[config.mk]
export PLATFORM = sky130hd
export DESIGN_NAME = instr_fetch_unit
export DESIGN_NICKNAME = d
export VERILOG_FILES = /design/src/rtl/fetch_pkg.sv /design/src/rtl/fetch_timeout_ctr.sv /design/src/rtl/instr_fetch_unit.sv
export SDC_FILE = /design/constraint.sdc
export NUM_CORES = 1
export LEC_CHECK = 0
export BUFFER_PORTS_ARGS = -buffer_cell sky130_fd_sc_hd__clkbuf_2
export CAP_MARGIN = 20
export CORE_MARGIN = 2
export CORE_UTILIZATION = 56
export DETAILED_ROUTE_END_ITERATION = 10
export PLACE_DENSITY = 0.84
export SYNTH_ARGS = -nofsm -noshare
export SYNTH_HDL_FRONTEND = slang
export SYNTH_HIERARCHICAL = 1
export SYNTH_SLANG_ARGS = --single-unit
export TNS_END_PERCENT = 20
[constraint.sdc]
create_clock -name clk -period 6.1 [get_ports clk]
set_input_delay 1.83 -clock clk [delete_from_list [all_inputs] [get_ports clk]]
set_output_delay 1.83 -clock clk [all_outputs]
set_load 0.02 [all_outputs]
[src/rtl/fetch_pkg.sv]
// Shared types and constants for the instruction fetch unit.
// FETCH_TIMEOUT_EN (optional) enables the request timeout; TIMEOUT_LIMIT applies only then.
package fetch_pkg;

    typedef enum logic [1:0] {
        IDLE = 2'd0,
        REQ  = 2'd1,
        KILL = 2'd2
    } fetch_state_t;

    localparam logic [15:0] RESET_PC      = 16'h0000;
    localparam logic [3:0]  TIMEOUT_LIMIT = 4'd15;

endpackage

[src/rtl/fetch_timeout_ctr.sv]
// Down-counter that flags a memory request outstanding for TIMEOUT_LIMIT cycles.
// Present only when FETCH_TIMEOUT_EN is defined.
`ifdef FETCH_TIMEOUT_EN
module fetch_timeout_ctr
    import fetch_pkg::*;
(
    input  logic clk,
    input  logic rst,
    input  logic i_run,
    output logic o_expired
);

    logic [3:0] r_cnt;

    // The counter reloads whenever the wait is broken, so only consecutive waiting cycles count.
    always_ff @(posedge clk or posedge rst) begin
        if (rst) begin
            r_cnt <= TIMEOUT_LIMIT;
        end else if (!i_run || o_expired) begin
            r_cnt <= TIMEOUT_LIMIT;
        end else begin
            r_cnt <= r_cnt - 4'd1;
        end
    end

    assign o_expired = i_run && (r_cnt == 4'd1);

endmodule
`endif

[src/rtl/instr_fetch_unit.sv]
// Instruction fetch unit: single outstanding memory read, with redirect and squash handling.
// FETCH_TIMEOUT_EN adds a request timeout with a sticky error flag.
//
// state | meaning
// IDLE  | no request outstanding; accepts redirects and fetch requests
// REQ   | read outstanding; data will be delivered to the instruction register
// KILL  | read outstanding but squashed by a redirect; data will be discarded
module instr_fetch_unit
    import fetch_pkg::*;
(
    input  logic        clk,
    input  logic        rst,
    input  logic        C_FetchEn,
    input  logic        C_Redirect,
    input  logic [15:0] D_RedirectAddr,
    output logic        M_ReqValid,
    output logic [15:0] M_Addr,
    input  logic        M_Ack,
    input  logic [15:0] M_RData,
    output logic [15:0] D_MemData,
    output logic        C_IRWrite,
    output logic [15:0] A_FetchPC,
    output logic [15:0] A_PC,
    output logic        C_Busy,
    output logic        C_FetchErr
);

    fetch_state_t r_state, w_state_nxt;
    logic [15:0]  r_pc, r_addr, r_mem_data, r_fetch_pc, r_pending;
    logic         r_irwrite;
    logic         w_busy, w_expired;
    logic         w_pc_we, w_addr_we, w_pend_we, w_ir_we;
    logic [15:0]  w_pc_d;

    assign w_busy = (r_state != IDLE);

`ifdef FETCH_TIMEOUT_EN
    logic r_err;

    fetch_timeout_ctr u_timeout (
        .clk       (clk),
        .rst       (rst),
        .i_run     (w_busy && !M_Ack),
        .o_expired (w_expired)
    );

    always_ff @(posedge clk or posedge rst) begin
        if (rst) begin
            r_err <= 1'b0;
        end else if (w_expired) begin
            r_err <= 1'b1;
        end
    end

    assign C_FetchErr = r_err;
`else
    assign w_expired  = 1'b0;
    assign C_FetchErr = 1'b0;
`endif

    always_comb begin
        w_state_nxt = r_state;
        w_pc_we     = 1'b0;
        w_pc_d      = r_pc;
        w_addr_we   = 1'b0;
        w_pend_we   = 1'b0;
        w_ir_we     = 1'b0;
        case (r_state)
            IDLE: begin
                if (C_Redirect) begin
                    w_pc_we = 1'b1;
                    w_pc_d  = D_RedirectAddr;
                end else if (C_FetchEn) begin
                    w_state_nxt = REQ;
                    w_addr_we   = 1'b1;
                end
            end
            REQ: begin
                if (M_Ack) begin
                    w_state_nxt = IDLE;
                    w_pc_we     = 1'b1;
                    if (C_Redirect) begin
                        w_pc_d = D_RedirectAddr;
                    end else begin
                        w_pc_d  = r_addr + 16'd1;
                        w_ir_we = 1'b1;
                    end
                end else if (w_expired) begin
                    w_state_nxt = IDLE;
                    w_pc_we     = C_Redirect;
                    w_pc_d      = D_RedirectAddr;
                end else if (C_Redirect) begin
                    w_state_nxt = KILL;
                    w_pend_we   = 1'b1;
                end
            end
            KILL: begin
                if (M_Ack || w_expired) begin
                    w_state_nxt = IDLE;
                    w_pc_we     = 1'b1;
                    w_pc_d      = C_Redirect ? D_RedirectAddr : r_pending;
                end else if (C_Redirect) begin
                    w_pend_we = 1'b1;
                end
            end
            default: w_state_nxt = IDLE;
        endcase
    end

    always_ff @(posedge clk or posedge rst) begin
        if (rst) begin
            r_state    <= IDLE;
            r_pc       <= RESET_PC;
            r_addr     <= 16'h0000;
            r_pending  <= 16'h0000;
            r_mem_data <= 16'h0000;
            r_fetch_pc <= 16'h0000;
            r_irwrite  <= 1'b0;
        end else begin
            r_state   <= w_state_nxt;
            r_irwrite <= w_ir_we;
            if (w_pc_we)   r_pc      <= w_pc_d;
            if (w_addr_we) r_addr    <= r_pc;
            if (w_pend_we) r_pending <= D_RedirectAddr;
            if (w_ir_we) begin
                r_mem_data <= M_RData;
                r_fetch_pc <= r_addr;
            end
        end
    end

    assign M_ReqValid = w_busy;
    assign C_Busy     = w_busy;
    assign M_Addr     = r_addr;
    assign D_MemData  = r_mem_data;
    assign A_FetchPC  = r_fetch_pc;
    assign A_PC       = r_pc;
    assign C_IRWrite  = r_irwrite;

endmodule

# [Word-level counts from Yosys, hierarchy flattened]
# Cells that the tools add are included.
[word_totals] regBits=83 input_bits=37 output_inout_bits=68
[op_classes] addsub=1 eq_ne=8 n_mux=23 n_reduce_logical=6
[ops] operator="$mux 16" n=5
[ops] operator="$pmux 16 s3" n=1
[ops] operator="$add 16x1->16 const B" n=1
[ops] operator="$mux 1" n=10
[ops] operator="$mux 2" n=5
[ops] operator="$ne 2x2->1 const B" n=5
[ops] operator="$pmux 2 s3" n=1
[ops] operator="$reduce_and 5->1" n=1
[ops] operator="$reduce_and 4->1" n=1
[ops] operator="$ne 3x3->1 const B" n=1
[ops] operator="$reduce_bool 3->1" n=1
[ops] operator="$eq 2x1->1 const B" n=1
[ops] operator="$eq 2x2->1 const B" n=1
[ops] operator="$logic_not 2->1" n=1
[ops] operator="$pmux 1 s2" n=1
[ops] operator="$reduce_bool 2->1" n=1
[ops] operator="$reduce_or 2->1" n=1

# [Longest topological paths before layout]
# Gate-level depths: netlist (run 1).
[logic_depth] depth_word=4 depth_mapped=9 mapped_depth_nobuf=7

# [Least setup slack after synthesis (run 1)]
# No wires, ideal clock.
[synth_path] path_kind="reg2out" from="register r_state[1]" to="output M_ReqValid" arrival_ns=1.145 required_ns=4.270 path_slack_ns=3.125 path_stages_with_launch=6 path_cell_list="dfrtp_1 inv_1 ha_1 buf_2 inv_1 buf_4"
[synth_between] elab_chain_len=1
[synth_lines] item="start, declared" line_no="instr_fetch_unit.sv:28" text="fetch_state_t r_state, w_state_nxt;"
[synth_lines] item="start signal, assigned" line_no="instr_fetch_unit.sv:120" text="r_state <= w_state_nxt;"
[synth_lines] item="$reduce_bool 2->1" line_no="instr_fetch_unit.sv:35" text="assign w_busy = (r_state != IDLE);"
[synth_lines] item="end, declared" line_no="instr_fetch_unit.sv:16" text="output logic M_ReqValid,"
# No other way between the ends.

# [Worst setup path after layout (run 1)]
[layout_path] from="input C_Redirect" to="register r_pc[9] (netlist: A_PC[9])"
[layout_between] elab_chain_len=3 word_cells_on_any_way=9 classes_between="eq/ne (1); mux (7); reduce/logical (1)"
[layout_lines] item="start, declared" line_no="instr_fetch_unit.sv:14" text="input logic C_Redirect,"
[layout_lines] item="$mux 1 (tied with other cells)" line_no="instr_fetch_unit.sv:70" text="if (C_Redirect) begin"
[layout_lines] item="$pmux 1 s2 (tied with other cells)" line_no="instr_fetch_unit.sv:68" text="case (r_state)"
[layout_lines] item="$reduce_and 5->1 (no line) / $pmux 16 s3 (equally long branches)"
[layout_lines] item="end signal, assigned" line_no="instr_fetch_unit.sv:122" text="if (w_pc_we) r_pc <= w_pc_d;"
[layout_lines] item="end, declared" line_no="instr_fetch_unit.sv:29" text="logic [15:0] r_pc, r_addr, r_mem_data, r_fetch_pc, r_pending;"
# Parallel ways exist; a longest one is shown, timed or not. The select of a mux whose other input is x is not followed.
# A chain may end at the register's enable or synchronous reset.

==> results.json, run 1 <==
{
  "overflow": 0,
  "vias": 2926,
  "path_buf_inv": 2,
  "synthArstFlopShare_pct": 100,
  "vias_per_cell": 5.78,
  "cts_tree": "yes",
  "finalNetCount": 463,
  "port_buffers": 103,
  "finalHoldViolCount": 0,
  "cts_made_buffers": 9,
  "rsz0062_at_grt": "false",
  "synth_cells": 326,
  "detail_route.iter0.violations": 213,
  "syn_to_final_growth_pct": 18.1,
  "hold_path_class": "reg -> reg",
  "yosys.area_share.simple_pct": 9.54,
  "wl_per_cell_um": 17.2,
  "synth_top_area_share_pct": 53.3,
  "post-cts-setup-buffers": 0,
  "dp_hpwl_um": 6180,
  "rows": 30,
  "place_congestion": 0.864,
  "post-route-period-util_pct": 58.4,
  "crit_path_end_kind": "flip-flop",
  "fin_crit_ns": 3.57,
  "worstMarginPinSlew_ns": 0.950,
  "ir_drop_mv": 0.353,
  "ant_nets": 0,
  "critical_path_peak_fanout": 20,
  "clkSinkCount": 83,
  "total_power_uw": 2650,
  "reg2reg_slack_ns": 3.31,
  "die_w_um": 87.4,
  "slew-limit-headroom_pct": 36.4,
  "yosys.area.top_type": "dfrtp_1",
  "report.final.slew_viol_count": 0,
  "grt_pass1_wl_um": 13700,
  "cp.depth": 6,
  "syn-num-nets": 368,
  "synth_compound_area_share_pct": 9.99,
  "power.density_mw_per_mm2": 577,
  "path_cells": "clkbuf_2, nand4bb_1, a211oi_2, buf_4, nor3b_1, a211oi_1",
  "cpPeakStageDelay_ns": 0.76,
  "ys_seq_area_share_pct": 53.3,
  "core_mm2": 0.00676,
  "power.leakage_uw": 0.00214,
  "cap_violations": 0,
  "crit_required_ns": 6.33,
  "max_freq_mhz": 281,
  "finalSetupViolCount": 0,
  "antenna_found_initial": 0,
  "grt_pass1_vias": 2746,
  "critPathKind": "in -> reg",
  "ctsResizeCount": 0,
  "cp-endpoint": "A_PC[9]",
  "drive_gt1_share_pct": 44.4,
  "start_util_pct": 57.6,
  "fin_skew_ns": 0.00655,
  "ys_ff_latch": 83,
  "cts_max_level": 3,
  "cpMaxStageDelayCell": "a211oi_2",
  "die_y_um": 87.4,
  "critPathLaunch": "C_Redirect",
  "muxShareOfSynthArea_pct": 18.7,
  "cts_root_buf": "clkbuf_8",
  "rr_worst_depth": 7,
  "crit_path_start_kind": "primary input",
  "syn_area_mm2": 0.00389,
  "cts_buffer_depth": 2,
  "synth_edf_count": 0,
  "status": "finished clean",
  "r2r-start": "r_state[0]",
  "yosys_warnings": 6,
  "synth_top_flop_cell": "dfrtp_1",
  "first_pass_iters": 4,
  "worstReg2RegEnd": "A_PC[9]",
  "drt_drc_violations_left": 0,
  "insertedDiodeCount": 0,
  "cts_hold_buf": 0,
  "crit_family": "compound AO/OA/AOI/OAI gates",
  "synth_adder_area_share_pct": 1.61,
  "finalSetupTns_ns": 0,
  "clk_latency_ns": 0.36,
  "dieArea_mm2": 0.00764,
  "io_pins": 105,
  "synth_cell_type_count": 45,
  "synth_top_family_by_area": "multiplexers",
  "crit_arrival_ns": 3.80,
  "syn_avg_cell_area_um2": 11.9,
  "routed_wl_um": 8720,
  "grt_use_total_pct": 23.4,
  "clkSlewWorstSetupHoldPaths_ns": 0.09,
  "synth_xor_xnor_area_share_pct": 2.92,
  "synth_area_leaders": "dfrtp_1, mux2_2, a21oi_1",
  "grt_max_degree": 64
}
[layer usage]
metal	GRT usage, %	vias up	wire length (µm)
met3	4.17	12	496
met1	32.6	1450	3710
met2	36.6	103	4380
li1	-	1361	-
met4	9.23	0	132
met5	0	-	0
[synthesized netlist by cell type (all sizes together) (2+ instances only)]
library cell	number
nor2b	4
nor3	3
o211ai	4
o2111ai	2
clkbuf	2
a31oi	5
xor2	7
ha	5
a211oi	2
a22o	2
a21oi	16
dfrtp	83
nor2	20
nand3b	2
nand2	18
nor4	5
mux2i	4
nand3	4
o21ai	10
a222oi	4
mux2	61
xnor2	6
inv	10
and2	2
nand4	5
a22oi	9
nand2b	2
buf	19
[tightest hold or removal path: cells and delay by family (launching register included)]
kind / cells / cell delay (ns)
compound gates: 1 / 0.06
flops: 1 / 0.35
simple gates: 1 / 0.04
[state kept, by name (all words and copies together), names as in the netlist]
register and flops:
A_FetchPC 16, A_PC 16, D_MemData 16, M_Addr 16, r_pending 16, r_state 2, C_IRWrite 1
[power by group]
group / switching [µW] / total, µW / internal, µW
sequential: 247 / 1070 / 825
combinational: 714 / 1210 / 495
clock: 209 / 373 / 163
total: 1170 / 2650 / 1480
[kinds of logic after synthesis]
family / after synthesis
multiplexers: 65
AND/OR/NAND/NOR: 70
adder cells (fa/ha/maj): 5
buffers and inverters: 31
other: 1
AO/OA/AOI/OAI: 58
flip-flops: 83
XOR/XNOR: 13
[layout by cell type (no fill, tap or decap), drive strengths merged, types with 4 or more instances in the layout]
master / instances
a21oi: 16
clkbuf: 113
o211ai: 4
nor4: 5
xnor2: 6
nor2b: 4
mux2i: 4
nand2: 18
a31oi: 5
clkinv: 5
inv: 10
nand4: 5
ha: 5
o21ai: 10
nor2: 20
a222oi: 4
a22oi: 9
dfrtp: 83
xor2: 7
mux2: 61
nand3: 4
[layout make-up]
class	instances	area, µm²
clock inverters	6	50.0
repair buffers	105	531
multi-input cells	212	1670
flip-flops and latches	83	2080
inverters	10	38.8
well taps	80	100
clock buffers	10	138
fillers	502	2150
[through the flow]
step                      area [µm²]  setup WS [ns]  hold slack, ns  cells  utilization (%)
after floorplan                 3890           2.13           0.479    326                -
after global placement          4410           2.32           0.464    490             65.3
after detailed placement        4410           2.20           0.479    490             65.3
after CTS                       4600           2.57           0.499    506             68.1
after global routing            4600           2.33           0.525    506             68.1
final                           4600           2.53           0.492    506             68.1
[worst min path at each step]
| stage | from | to | slack, ns | cells past startpoint |
|---|---|---|---|---|
| after global routing | D_MemData[0] | D_MemData[0] | 0.52 | 1 |
| after global placement | A_FetchPC[9] | A_FetchPC[9] | 0.46 | 2 |
| after detailed placement | A_FetchPC[11] | A_FetchPC[11] | 0.48 | 2 |
| after CTS | A_FetchPC[11] | A_FetchPC[11] | 0.50 | 2 |
| final | A_FetchPC[11] | A_FetchPC[11] | 0.49 | 2 |
| after floorplan | r_pending[9] | r_pending[9] | 0.48 | 1 |
(Power assumes the default switching activity.)
==> inputs of run 2 (changes only) <==
--- a/config.mk
+++ b/config.mk
@@ -5,12 +5,13 @@
 export SDC_FILE = /design/constraint.sdc
 export NUM_CORES = 1
 export LEC_CHECK = 0
+export ABC_AREA = 1
 export BUFFER_PORTS_ARGS = -buffer_cell sky130_fd_sc_hd__clkbuf_2
 export CAP_MARGIN = 20
 export CORE_MARGIN = 2
-export CORE_UTILIZATION = 56
+export CORE_UTILIZATION = 48
 export DETAILED_ROUTE_END_ITERATION = 10
-export PLACE_DENSITY = 0.84
+export PLACE_DENSITY = 0.77
 export SYNTH_ARGS = -nofsm -noshare
 export SYNTH_HDL_FRONTEND = slang
 export SYNTH_HIERARCHICAL = 1
==> constraint.sdc (replaced) <==
create_clock -name clk -period 3.06 [get_ports clk]
set_input_delay 0.918 -clock clk [delete_from_list [all_inputs] [get_ports clk]]
set_output_delay 0.918 -clock clk [all_outputs]
set_load 0.02 [all_outputs]
==> results.json, run 2 <==
{
  "status": "finished clean",
  "detail_route.iter0.violations": 303,
  "synthArstFlopShare_pct": 100,
  "grt_pass1_vias": 3408,
  "post-route-period-util_pct": 76.0,
  "ir_drop_mv": 0.761,
  "cts_tree": "yes",
  "crit_required_ns": 2.14,
  "postLayoutCoreUtil_pct": 58.4,
  "grt_use_total_pct": 23.0,
  "cts_buffer_depth": 2,
  "critPathKind": "reg -> out",
  "post-cts-setup-buffers": 0,
  "crit_path_end_kind": "primary output",
  "dp_hpwl_um": 7380,
  "report.final.slew_viol_count": 0,
  "ys_ff_latch": 83,
  "ant_nets": 0,
  "syn-num-nets": 563,
  "finalHoldViolCount": 0,
  "power.density_mw_per_mm2": 1140,
  "cts_root_buf": "clkbuf_8",
  "synth_edf_count": 0,
  "vias": 3711,
  "ys_seq_area_share_pct": 51.7,
  "worstMarginPinSlew_ns": 0.667,
  "synth_top_area_share_pct": 51.7,
  "synth_top_flop_cell": "dfrtp_1",
  "fin_skew_ns": 0.00729,
  "vias_per_cell": 5.10,
  "overflow": 0,
  "cap_violations": 0,
  "synth_cell_type_count": 24,
  "max_freq_mhz": 430,
  "dp.cells": 713,
  "start_util_pct": 49.1,
  "dieArea_mm2": 0.00911,
  "crit_arrival_ns": 1.41,
  "layout_common_cells": "nand2_1, clkbuf_2, dfrtp_1",
  "clkSlewWorstSetupHoldPaths_ns": 0.08,
  "rows": 33,
  "grt_pass1_wl_um": 16100,
  "instances_no_fill": 728,
  "clk_latency_ns": 0.35,
  "finalSetupTns_ns": 0,
  "slew-limit-headroom_pct": 55.3,
  "io_pins": 105,
  "routed_wl_um": 10100,
  "grt_max_degree": 47,
  "core_mm2": 0.00818,
  "finalSetupViolCount": 0,
  "cts_hold_buf": 0,
  "syn_area_mm2": 0.00402,
  "finalNetCount": 661,
  "syn_avg_cell_area_um2": 7.71,
  "ctsResizeCount": 0,
  "wl_per_cell_um": 13.8,
  "nFillCells": 750,
  "critical_path_peak_fanout": 5,
  "first_pass_iters": 5,
  "rr_worst_depth": 9,
  "hold_path_class": "in -> async",
  "yosys_warnings": 6,
  "syn_to_final_growth_pct": 18.9,
  "die_y_um": 95.5,
  "synth_most_common_cell": "nand2_1",
  "power.leakage_uw": 0.00266,
  "yosys.area.top_type": "dfrtp_1",
  "synth_cells": 521,
  "clkSinkCount": 83,
  "crit_path_start_kind": "flip-flop",
  "mostFrequentLayoutCell": "nand2_1",
  "synth_area_leaders": "dfrtp_1, nand2_1, o21ai_0",
  "rsz0062_at_grt": "false",
  "place_congestion": 0.910,
  "antenna_found_initial": 0,
  "synthTopCellsByCount": "nand2_1, dfrtp_1, o21ai_0",
  "port_buffers": 103,
  "cts_made_buffers": 9,
  "drt_drc_violations_left": 0,
  "fin_crit_ns": 2.33,
  "insertedDiodeCount": 0,
  "cts_max_level": 3,
  "die_w_um": 95.5,
  "drive_gt1_share_pct": 21.8
}
run 2: worst max-delay path: stages, from the launching register on:
cell and delay (ns):
dfrtp_1 0.39, inv_1 0.08, ha_1 0.24, inv_1 0.15, clkbuf_2 0.19
run 2: final timing paths:
kind | start | to | slack, ns
max | r_state[0] | C_Busy | 0.73
min | rst | D_MemData[15] | 0.47
max reg2reg | r_state[0] | A_PC[4] | 0.84
min reg2reg | D_MemData[14] | D_MemData[14] | 0.48
max in group asynchronous | rst | r_pending[12] | 1.96
min in group clk | D_MemData[14] | D_MemData[14] | 0.48
run 2: cell type report:
class	count	area, µm²	area share (%)
Clock buffer	10	138	2.88
Clock inverter	5	38.8	0.813
Inverter	52	196	4.12
Multi-Input combinational cell	363	1620	34.0
Sequential cell	83	2080	43.5
Tap cell	105	131	2.75
Timing Repair Buffer	110	568	11.9
run 2: cells by family after synthesis:
| group | after synthesis | synth area share (%) |
|---|---|---|
| muxes | 2 | 0.561 |
| other | 1 | 0.0934 |
| DFF | 83 | 51.7 |
| and+or+nand+nor | 251 | 24.5 |
| adders and majority gates | 5 | 1.56 |
| buffers and inverters | 75 | 7.82 |
| AOI/OAI and AO/OA | 104 | 13.8 |
run 2: metrics by stage:
step           area, µm²  hold slack, ns  power, µW  worst slack (ns)
2_1_floorplan       4020           0.453       3890           0.00521
3_3_place_gp        4600           0.453       4680             0.736
3_5_place_dp        4600           0.461       4760             0.642
4_1_cts             4770           0.466       5480             0.737
5_1_grt             4770           0.483       5900             0.658
6_report            4770           0.466       5460             0.734
run 2: power by group:
group	switching [µW]	internal, µW	leakage [µW]	total, µW
sequential	418	1630	0.00100	2050
clock	395	316	0.0000887	712
combinational	1830	866	0.00157	2700
total	2650	2810	0.00266	5460
run 2: metal layers:
layer  vias to the layer above  share of wire, %  global-route usage (%)
li1                       1845                 -                       -
met1                      1702                46                    32.2
met2                       150                46                    36.2
met3                        14               6.9                    4.19
met4                         0               1.4                    7.98
met5                         -                 0                       0
==> inputs of run 3 (changes only) <==
--- a/config.mk
+++ b/config.mk
@@ -5,13 +5,13 @@
 export SDC_FILE = /design/constraint.sdc
 export NUM_CORES = 1
 export LEC_CHECK = 0
-export ABC_AREA = 1
+export ABC_AREA = 0
 export BUFFER_PORTS_ARGS = -buffer_cell sky130_fd_sc_hd__clkbuf_2
 export CAP_MARGIN = 20
 export CORE_MARGIN = 2
-export CORE_UTILIZATION = 48
+export CORE_UTILIZATION = 47
 export DETAILED_ROUTE_END_ITERATION = 10
-export PLACE_DENSITY = 0.77
+export PLACE_DENSITY = 0.75
 export SYNTH_ARGS = -nofsm -noshare
 export SYNTH_HDL_FRONTEND = slang
 export SYNTH_HIERARCHICAL = 1
==> constraint.sdc (replaced) <==
create_clock -name clk -period 1.89 [get_ports clk]
set_input_delay 0.567 -clock clk [delete_from_list [all_inputs] [get_ports clk]]
set_output_delay 0.567 -clock clk [all_outputs]
set_load 0.02 [all_outputs]
==> results.json, run 3 (synthesis gave the netlist of run 1 again) <==
{
  "status": "finished, violations left",
  "violations": "negative setup slack",
  "cts_tree": "yes",
  "vias": 3028,
  "rows": 33,
  "overflow": 0,
  "start_util_pct": 47.9,
  "grt_use_total_pct": 21.2,
  "critPathLaunch": "r_state[1]",
  "core_mm2": 0.00813,
  "reg2reg_slack_ns": -0.04,
  "report.final.slew_viol_count": 0,
  "clkSinkCount": 83,
  "dp_slack_ns": -0.00954,
  "vias_per_cell": 5.42,
  "mostFrequentLayoutCell": "clkbuf_2",
  "grt_max_degree": 54,
  "hold_path_class": "in -> async",
  "worstReg2RegEnd": "A_PC[0]",
  "ir_drop_mv": 0.576,
  "first_pass_iters": 6,
  "cts_root_buf": "clkbuf_8",
  "syn_to_final_growth_pct": 28.1,
  "fin_skew_ns": 0.0140,
  "power.density_mw_per_mm2": 1860,
  "crit_required_ns": 2.13,
  "die_w_um": 95.0,
  "insertedDiodeCount": 0,
  "io_pins": 105,
  "finalSetupViolCount": 4,
  "clk_latency_ns": 0.36,
  "cts_max_level": 3,
  "fin_crit_ns": 1.93,
  "max_freq_mhz": 519,
  "ant_nets": 0,
  "nFillCells": 679,
  "drive_gt1_share_pct": 50.0,
  "cts_buffer_depth": 2,
  "critical_path_peak_fanout": 7,
  "cpPeakStageDelay_ns": 0.41,
  "post-route-period-util_pct": 102,
  "cts_made_buffers": 9,
  "cap_violations": 0,
  "total_power_uw": 9270,
  "finalNetCount": 491,
  "finalHoldViolCount": 0,
  "dieArea_mm2": 0.00903,
  "critPathKind": "reg -> reg",
  "r2r-start": "r_state[1]",
  "fin_ws_ns": -0.0373,
  "power.leakage_uw": 0.00230,
  "crit_path_end_kind": "flip-flop",
  "path_cells": "buf_4, ha_2, o21ai_0, nand2_2, buf_4, a22oi_1, a21oi_1",
  "layout_common_cells": "clkbuf_2, dfrtp_1, mux2_2",
  "wl_per_cell_um": 16.6,
  "grt_pass1_vias": 2906,
  "timing.critical_path.mode_cell": "buf_4",
  "crit_path_start_kind": "flip-flop",
  "cts_hold_buf": 0,
  "die_y_um": 95.0,
  "drt_drc_violations_left": 0,
  "rsz0062_at_grt": "true",
  "detail_route.iter0.violations": 145,
  "port_buffers": 103,
  "crit_arrival_ns": 2.17,
  "routed_wl_um": 9290,
  "place_congestion": 0.889,
  "clkSlewWorstSetupHoldPaths_ns": 0.09,
  "grt_pass1_wl_um": 14700,
  "rr_worst_depth": 7,
  "dp_hpwl_um": 6800,
  "antenna_found_initial": 0,
  "cpMaxStageDelayCell": "dfrtp_1"
}
-- run 3: timing repair --
item / in CTS / in global routing
setup endpoints to repair: 6 / 48
pin swaps: 0 / 2
gates resized for setup: 8 / 11
setup buffers: 3 / 5
-- run 3: routing by layer --
metal | vias to the layer above | wire (µm) | GRT usage, %
met1 | 1472 | 3910 | 27.6
met4 | 0 | 317 | 12.3
met5 | - | 0 | 0
met3 | 26 | 505 | 2.85
met2 | 111 | 4550 | 34.0
li1 | 1419 | - | -
-- run 3: through the flow --
| stage | hold WS (ns) | TNS (ns) | area, µm² | util (%) | cells |
|---|---|---|---|---|---|
| CTS | 0.273 | 0 | 4900 | 60.3 | 554 |
| global placement | 0.462 | 0 | 4650 | 57.1 | 535 |
| floorplan | 0.479 | 0 | 3900 | - | 326 |
| detailed placement | 0.473 | -0.0219 | 4650 | 57.1 | 535 |
| global route | 0.277 | -0.308 | 4990 | 61.3 | 559 |
| finish | 0.258 | -0.0844 | 4990 | 61.3 | 559 |
-- run 3: layout make-up --
cell class	instances	area, µm²	area share [%]
timing repair buffer	133	806	16.2
tap	105	131	2.63
sequential	83	2080	41.7
clock inverter	7	82.6	1.66
clock buffer	9	124	2.48
inverter	10	41.3	0.828
multi-input combinational	212	1730	34.6
-- run 3: worst max path at each step --
stage,to,slack (ns)
2_1_floorplan,A_PC[8],0.08
3_3_place_gp,A_PC[14],0.08
3_5_place_dp,A_PC[14],-0.01
4_1_cts,A_PC[0],0.009
5_1_grt,A_PC[0],-0.06
6_report,A_PC[0],-0.04
-- run 3: worst max-delay path, delay by kind of cell, from the launching register on --
family          cells  cell delay, ns
simple gates        1            0.18
fa+ha+maj           1            0.20
compound gates      3            0.67
buf+inv             2            0.34
flops               1            0.41
-- run 3: report_power, final --
part	total, µW	switching [µW]	internal [µW]
clock network	1330	697	631
registers	3380	714	2670
logic	4560	2560	2000
